<file path="src/rtl/cru_peri_rst_seq.sv">
// Peripheral reset sequencer placed after the peripheral CRU.
// Order of operations: gate masked-in clocks, assert their resets, hold,
// ungate, then release the domains one at a time in index order with a
// programmable gap before each. One sequence with default timing runs
// automatically after the block's own reset.
//
// state   | meaning
// --------+---------------------------------------------------------------
// IDLE    | outputs static, waiting for a request (new or pending)
// GATE    | masked-in clocks stopped, GATE_CYC cycles
// ASSERT  | masked-in resets asserted, max(hold,1) cycles
// UNGATE  | all clocks running again, GATE_CYC cycles
// RELEASE | walk masked-in domains low to high, max(dly[i],1) gap each
// DONE    | one-cycle completion pulse

module cru_peri_rst_seq #(
    parameter int NUM_DOM  = 4,
    parameter int CNT_W    = 8,
    parameter int GATE_CYC = 2
) (
    input  logic                     clk,
    input  logic                     rst,
    input  logic                     req_i,
    input  logic [NUM_DOM-1:0]       cfg_mask_i,
    input  logic [CNT_W-1:0]         cfg_hold_i,
    input  logic [NUM_DOM*CNT_W-1:0] cfg_dly_i,
    output logic [NUM_DOM-1:0]       clk_en_o,
    output logic [NUM_DOM-1:0]       rst_o,
    output logic                     busy_o,
    output logic                     done_o,
    output logic                     pend_o
);

    typedef enum logic [2:0] {
        IDLE    = 3'd0,
        GATE    = 3'd1,
        ASSERT  = 3'd2,
        UNGATE  = 3'd3,
        RELEASE = 3'd4,
        DONE    = 3'd5
    } state_t;

    localparam logic [CNT_W-1:0]         GATE_LD   = CNT_W'(GATE_CYC - 1);
    localparam logic [NUM_DOM-1:0]       DOM_ONE   = NUM_DOM'(1);
    localparam logic [NUM_DOM*CNT_W-1:0] DLY_RESET = {NUM_DOM{CNT_W'(1)}};

    state_t                     r_state;
    logic [CNT_W-1:0]           r_cnt;
    logic [NUM_DOM-1:0]         r_mask;
    logic [CNT_W-1:0]           r_hold;
    logic [NUM_DOM*CNT_W-1:0]   r_dly;
    logic [NUM_DOM-1:0]         r_rem;
    logic [NUM_DOM-1:0]         r_clk_en;
    logic [NUM_DOM-1:0]         r_rst;
    logic                       r_busy;
    logic                       r_done;
    logic                       r_pend;

    logic [NUM_DOM-1:0]         w_first_bit;
    logic [NUM_DOM-1:0]         w_cur_bit;
    logic [NUM_DOM-1:0]         w_rem_nxt;
    logic [NUM_DOM-1:0]         w_nxt_bit;
    logic [CNT_W-1:0]           w_first_ld;
    logic [CNT_W-1:0]           w_nxt_ld;

    // A programmed count of 0 behaves like 1; counters run N-1 down to 0.
    function automatic logic [CNT_W-1:0] ld1(input logic [CNT_W-1:0] n);
        return (n == '0) ? '0 : n - 1'b1;
    endfunction

    // Counter load for the domain selected by a one-hot (or empty) vector.
    function automatic logic [CNT_W-1:0] dly_sel(
        input logic [NUM_DOM-1:0]       sel,
        input logic [NUM_DOM*CNT_W-1:0] dly
    );
        logic [CNT_W-1:0] v;
        v = '0;
        for (int i = 0; i < NUM_DOM; i++) begin
            if (sel[i]) v = v | ld1(dly[i*CNT_W +: CNT_W]);
        end
        return v;
    endfunction

    // Lowest remaining domain is the one being released; masked-out
    // domains are never in r_rem so they cost no cycles.
    always_comb begin
        w_first_bit = r_mask & (~r_mask + DOM_ONE);
        w_cur_bit   = r_rem & (~r_rem + DOM_ONE);
        w_rem_nxt   = r_rem & ~w_cur_bit;
        w_nxt_bit   = w_rem_nxt & (~w_rem_nxt + DOM_ONE);
        w_first_ld  = dly_sel(w_first_bit, r_dly);
        w_nxt_ld    = dly_sel(w_nxt_bit, r_dly);
    end

    // Sequencer FSM with registered outputs and one-deep request queue.
    always_ff @(posedge clk) begin
        if (rst) begin
            r_state  <= ASSERT;
            r_cnt    <= '0;
            r_mask   <= '1;
            r_hold   <= CNT_W'(1);
            r_dly    <= DLY_RESET;
            r_rem    <= '0;
            r_clk_en <= '1;
            r_rst    <= '1;
            r_busy   <= 1'b1;
            r_done   <= 1'b0;
            r_pend   <= 1'b0;
        end else begin
            r_done <= 1'b0;
            if (req_i && (r_state != IDLE)) r_pend <= 1'b1;

            case (r_state)
                IDLE: begin
                    if (req_i || r_pend) begin
                        r_state  <= GATE;
                        r_pend   <= 1'b0;
                        r_busy   <= 1'b1;
                        r_mask   <= cfg_mask_i;
                        r_hold   <= cfg_hold_i;
                        r_dly    <= cfg_dly_i;
                        r_clk_en <= r_clk_en & ~cfg_mask_i;
                        r_cnt    <= GATE_LD;
                    end
                end
                GATE: begin
                    if (r_cnt == '0) begin
                        r_state <= ASSERT;
                        r_rst   <= r_rst | r_mask;
                        r_cnt   <= ld1(r_hold);
                    end else begin
                        r_cnt <= r_cnt - 1'b1;
                    end
                end
                ASSERT: begin
                    if (r_cnt == '0) begin
                        r_state  <= UNGATE;
                        r_clk_en <= '1;
                        r_cnt    <= GATE_LD;
                    end else begin
                        r_cnt <= r_cnt - 1'b1;
                    end
                end
                UNGATE: begin
                    if (r_cnt == '0) begin
                        r_state <= RELEASE;
                        r_rem   <= r_mask;
                        r_cnt   <= w_first_ld;
                    end else begin
                        r_cnt <= r_cnt - 1'b1;
                    end
                end
                RELEASE: begin
                    if (r_rem == '0) begin
                        r_state <= DONE;
                        r_done  <= 1'b1;
                    end else if (r_cnt == '0) begin
                        r_rst <= r_rst & ~w_cur_bit;
                        r_rem <= w_rem_nxt;
                        r_cnt <= w_nxt_ld;
                    end else begin
                        r_cnt <= r_cnt - 1'b1;
                    end
                end
                DONE: begin
                    r_state <= IDLE;
                    r_busy  <= 1'b0;
                end
                default: begin
                    r_state <= IDLE;
                    r_busy  <= 1'b0;
                end
            endcase
        end
    end

    assign clk_en_o = r_clk_en;
    assign rst_o    = r_rst;
    assign busy_o   = r_busy;
    assign done_o   = r_done;
    assign pend_o   = r_pend;

endmodule
</file>
<file path="config.mk">
export PLATFORM = sky130hd
export DESIGN_NAME = cru_peri_rst_seq
export DESIGN_NICKNAME = d
export VERILOG_FILES = /design/src/rtl/cru_peri_rst_seq.sv
export SDC_FILE = /design/constraint.sdc
export NUM_CORES = 1
export LEC_CHECK = 0
export CORE_ASPECT_RATIO = 0.6
export CORE_UTILIZATION = 48
export CTS_CLUSTER_DIAMETER = 40
export DETAILED_ROUTE_END_ITERATION = 12
export PLACE_DENSITY_LB_ADDON = 0.3
export SLEW_MARGIN = 15
export SYNTH_ARGS = -nofsm -noshare
export SYNTH_HDL_FRONTEND = slang
export SYNTH_SLANG_ARGS = --single-unit
</file>
<file path="constraint.sdc">
create_clock -name clk -period 4.79 [get_ports clk]
set_clock_uncertainty 0.15 [all_clocks]
set_input_delay 0.7185 -clock clk [delete_from_list [all_inputs] [get_ports clk]]
set_output_delay 0.7185 -clock clk [all_outputs]
set_load 0.1 [all_outputs]
</file>
### After elaboration in Yosys (flattened, before gate mapping)

Index checks and enable logic that the tools add are counted.

* bits in registers: 70
* bits of input ports: 47
* output and inout port bits: 11
* word-level logic and storage cells: 118

* add/sub/neg operators: 9
* equality and inequality tests: 11
* muxes and demuxes: 43
* bitwise gates (word level): 20
* reduce and logical (&&, ||, !) cells: 24

Operators with widths (count)
* two-way mux 8 bit: 19
* zero test 8 bit: 6
* bitwise OR 8 bit: 6
* subtractor 8 x 1 -> 8 bit, second input constant: 6
* case mux 8 bit (5 select lines): 1
* two-way mux 4 bit: 8
* AND 4 bit: 6
* case mux 4 bit (2 select lines): 3
* inverter 4 bit: 5
* two-way mux 3 bit: 5
* case mux 3 bit (5 select lines): 1
* inequality test 2 bit, second input constant: 7
* adder 4 x 1 -> 4 bit, second input constant: 3
* AND reduction 4 bit: 2
* equality test 3 x 2 -> 1 bit, second input constant: 2
* AND reduction 3 bit: 2
* nonzero test 2 bit: 3
* two-way mux 1 bit: 5
* AND reduction 5 bit: 1
* nonzero test 5 bit: 1
* zero test 4 bit: 1
* bitwise OR 4 bit: 1
* AND reduction 2 bit: 2
* OR reduction 4 bit: 1
* 9 further kinds: 10

### Logic depth before layout (Yosys ltp)

* depth in word-level cells: 18
* gate-level depth with buffers: 9
* mapped depth without buffers: 8

### Least setup slack after synthesis

OpenSTA, ideal clock, no wires.

* path kind: flip-flop to flip-flop
* start: register r_cnt[0]
* end: register r_cnt[0]
* setup time: 0.134 ns
* arrival: 2.153 ns
* required time: 4.506 ns
* path slack: 2.353 ns
* cell stages (with the launch flop): 10
* path buffers: 1
* clock period less this slack: 2.437 ns
* cell sequence: dfxtp_1 > inv_1 > ha_1 > or4b_1 > or4_1 > clkbuf_1 > mux2i_1 > o22ai_1 > nor3_1 > a211oi_1

* cells in the longest elaborated chain, start to end: 4
* elaborated cells on any way between the ends: 8
* classes of those cells: 1 x add/sub; 6 x mux; 1 x reduce/logical

Ends and longest elaborated chain
* from (decl): line 48 `logic [CNT_W-1:0] r_cnt;`
* from (signal assigned): line 130 `r_cnt <= ld1(r_hold);`
* from (signal assigned): line 132 `r_cnt <= r_cnt - 1'b1;`
* from (signal assigned): line 141 `r_cnt <= r_cnt - 1'b1;`
* subtractor 8 x 1 -> 8 bit or zero test 8 bit (tied branches)
* two-way mux 8 bit: line 157 `end else if (r_cnt == '0) begin`
* two-way mux 8 bit: line 154 `if (r_rem == '0) begin`
* case mux 8 bit (5 select lines) (*): line 113 `case (r_state)`

Every way passes the cells marked *; elsewhere a longest branch is shown, timed or not. The select of a mux whose other input is x is not followed.
A chain may end at the register's enable or synchronous reset.

### Worst setup path after layout

* start: register r_cnt[0]
* end: register r_rst[2], in the netlist rst_o[2]

* cells in the longest elaborated chain, start to end: 3
* elaborated cells on any way between the ends: 4
* classes of those cells: 2 x eq/ne; 2 x reduce/logical

Ends and longest elaborated chain
* zero test 8 bit (*): line 127, 157
* inequality test 2 bit (no line)
* AND reduction 4 bit (no line) (*)
* to (signal assigned): line 129 `r_rst <= r_rst | r_mask;`
* to (signal assigned): line 158 `r_rst <= r_rst & ~w_cur_bit;`
* to (decl): line 54 `logic [NUM_DOM-1:0] r_rst;`

Every way passes the cells marked *; elsewhere a longest branch is shown, timed or not.

==> flow_metrics.tcl <==
set metrics [dict create \
    place_congestion 0.940 \
    r2r_start "r_cnt[0]" \
    cp.required_ns 4.87 \
    grt_max_degree 64 \
    post_cts_buffers 0 \
    clock_path_buffers 2 \
    synth.distinct_cells 71 \
    grt_pass1_vias 3783 \
    clkSlewWorstSetupHoldPaths_ns 0.06 \
    outcome "complete, no violations" \
    synthArstFlopShare 0 \
    antenna_found_initial 0 \
    worstSetupPathType "reg2reg" \
    avgSynthCellArea_sq_um 7.57 \
    die_h_microns 74.5 \
    maxSlewHeadroom 0.266 \
    drive_above_1_share 0.0533 \
    path_cells "inv_1 -> ha_1 -> or4b_1 -> or4_1 -> nor2_1 -> nand3_1 -> a221o_1" \
    power_density_mw_per_mm2 460 \
    initial_core_util 0.496 \
    ys_warn_count 0 \
    final_nets 653 \
    drtAntennaViolNets 0 \
    dieArea_sq_mm 0.00916 \
    path_buf_inv 1 \
    setup_tns_ns 0 \
    fill_cells 825 \
    syn_inst 556 \
    fin_crit_ns 2.94 \
    rows 26 \
    hp-class "reg2reg" \
    drc 0 \
    num_vias 4311 \
    core_sq_mm 0.00849 \
    final-setup-viol-count 0 \
    rsz0062_at_grt "no" \
    reg2reg_slack_ns 1.85 \
    synthesis.nets 614 \
    cap_violations 0 \
    timing.fmax_mhz 341 \
    worstPathMaxFanout 12 \
    final_util 0.611 \
    drv_slew 0 \
    grt_pass1_wl_mm 19.3 \
    io_pins 58 \
    hold_depth 1 \
    cts_tree "yes" \
    whs_endpoint "clk_en_o[2]" \
    ys_seq_area_frac 0.333 \
    max_stage_delay_ns 0.67 \
    port_buffers 57 \
    fp.dieW_microns 123 \
    area_delta_synth_final_pct 23.2 \
    ir_drop_mv 0.206 \
    critPathLaunchType "flop" \
    synth-edff-count 0 \
    synth-seq-cells 70 \
    ctsResizeCount 0 \
    crit_slowest_cell "or4_1" \
    grt-ovfl-total 0 \
    wl_per_cell_microns 17.1 \
    power_leakage_nw 1.73 \
    min_from "clk_en_o[2]" \
    grt_usage 0.276 \
    r2r-end "rst_o[2]" \
    synth_ff_type "dfxtp_1" \
    drt_wl_total_mm 12.2 \
    numClockSinks 70 \
    min_period_over_period 0.613 \
    cts_hold_buf 0 \
    r2r_cells 7 \
    syn_area_sq_mm 0.00421 \
    critical-path-top-delay-family "simple AND/OR/NAND/NOR gates" \
    critPathArrivalTime_ns 3.01 \
    viasPerCell 6.05 \
    worst_pin_slew_ns 1.10 \
    crit_path_end_kind "flop" \
    finalHoldViolations 0 \
    cts.htree.levels 3 \
    cts_root_buf "clkbuf_16" \
    dr.first_iter.drc_count 316 \
    dpl.hpwl_mm 8.64 \
    cts-buffers-inserted 9 \
    clock_latency_ns 0.34 \
    diodes 0 \
    first_pass_iters 5 \
]
worst max-delay path by stage:
stage | startpoint | end | slack [ns] | cells after the start
6_report | r_cnt[0] | rst_o[2] | 1.85 | 7
5_1_grt | r_cnt[0] | rst_o[2] | 1.73 | 7
4_1_cts | r_cnt[0] | rst_o[2] | 1.91 | 7
3_5_place_dp | req_i | r_dly[8] | 1.86 | 5
3_3_place_gp | req_i | clk_en_o[1] | 1.92 | 5
2_1_floorplan | r_cnt[0] | r_cnt[0] | 2.35 | 9
layout by cell type, fill, tap and decap left out, drive strengths merged, types with 6 or more instances in the layout:
| master | count |
|---|---|
| a211o | 6 |
| a21o | 8 |
| a21oi | 60 |
| clkbuf | 10 |
| clkdlybuf4s50 | 56 |
| dfxtp | 70 |
| ha | 11 |
| inv | 25 |
| nand2 | 108 |
| nor2 | 38 |
| nor3 | 13 |
| nor4 | 13 |
| o211ai | 6 |
| o21ai | 31 |
| o22ai | 10 |
| o31ai | 6 |
| or4 | 11 |
| xnor2 | 11 |
metal layers:
layer  share of wire  vias up  routed length [microns]  global-route usage
li1                -     2087                        -                   -
met1            0.49     2033                     6030               0.395
met2            0.41      173                     4980               0.404
met3           0.084       18                     1030              0.0736
met4           0.014        0                      169              0.0759
met5               0        -                        0                   0
where the power goes:
part,leakage [nW],internal (mW),switching (mW)
logic,0.981,0.312,0.458
clock network,0.179,0.574,0.257
registers,0.568,0.659,0.125
total,1.73,1.55,0.840
cell usage after synthesis (all sizes together) (3+ instances only):
library cell  instances  area, sq um
a31oi                 4         25.0
inv                  25         93.8
o211ai                6         45.0
or3                   5         31.3
nor3                 13         65.1
ha                   11          138
or4                  11         90.1
a21o                  8         60.1
nor3b                 5         37.5
nor2                 38          143
buf                   4         27.5
or4b                  3         30.0
o21a                  4         30.0
o22ai                10         62.6
clkbuf               28          105
mux2i                 5         50.1
nor4                 13         87.6
a221o                 3         30.0
xnor2                11         96.3
nand2               108          405
or2                   3         18.8
a211oi                5         37.5
dfxtp                70         1400
nor2b                 5         31.3
o31ai                 6         63.8
xor2                  5         43.8
o21ai                31          155
a21oi                60          304
nand2b                4         25.0
a211o                 6         52.6
metrics by stage:
stage               cells  area [sq um]  setup WS (ns)  total power, mW  hold WS, ns
floorplan             556          4210           2.35             1.32        0.304
global placement      696          4820           1.92             1.52        0.288
detailed placement    696          4820           1.86             1.54        0.295
CTS                   712          5190           1.91             2.37        0.313
global route          712          5190           1.73             2.50        0.334
finish                712          5190           1.85             2.39        0.309
state kept, by name (all words and copies together) (netlist names):
signal,flops
busy_o,1
clk_en_o,4
done_o,1
pend_o,1
r_cnt,8
r_dly,32
r_hold,8
r_mask,4
r_rem,4
r_state,3
rst_o,4
kinds of logic after synthesis:
family,share of synthesized area
compound gates,0.278
xor+xnor,0.0333
fa+ha+maj,0.0327
buf+inv,0.0538
flops,0.333
mux,0.0119
simple gates,0.257
cell type report:
cell class	instances	area (sq um)	area share
flip-flops and latches	70	1400	0.270
clock inverters	6	133	0.0256
multi-input cells	429	2590	0.500
inverters	25	93.8	0.0181
well taps	112	140	0.0270
repair buffers	60	588	0.113
clock buffers	10	239	0.0461
Power figures use the tool's default switching activity.
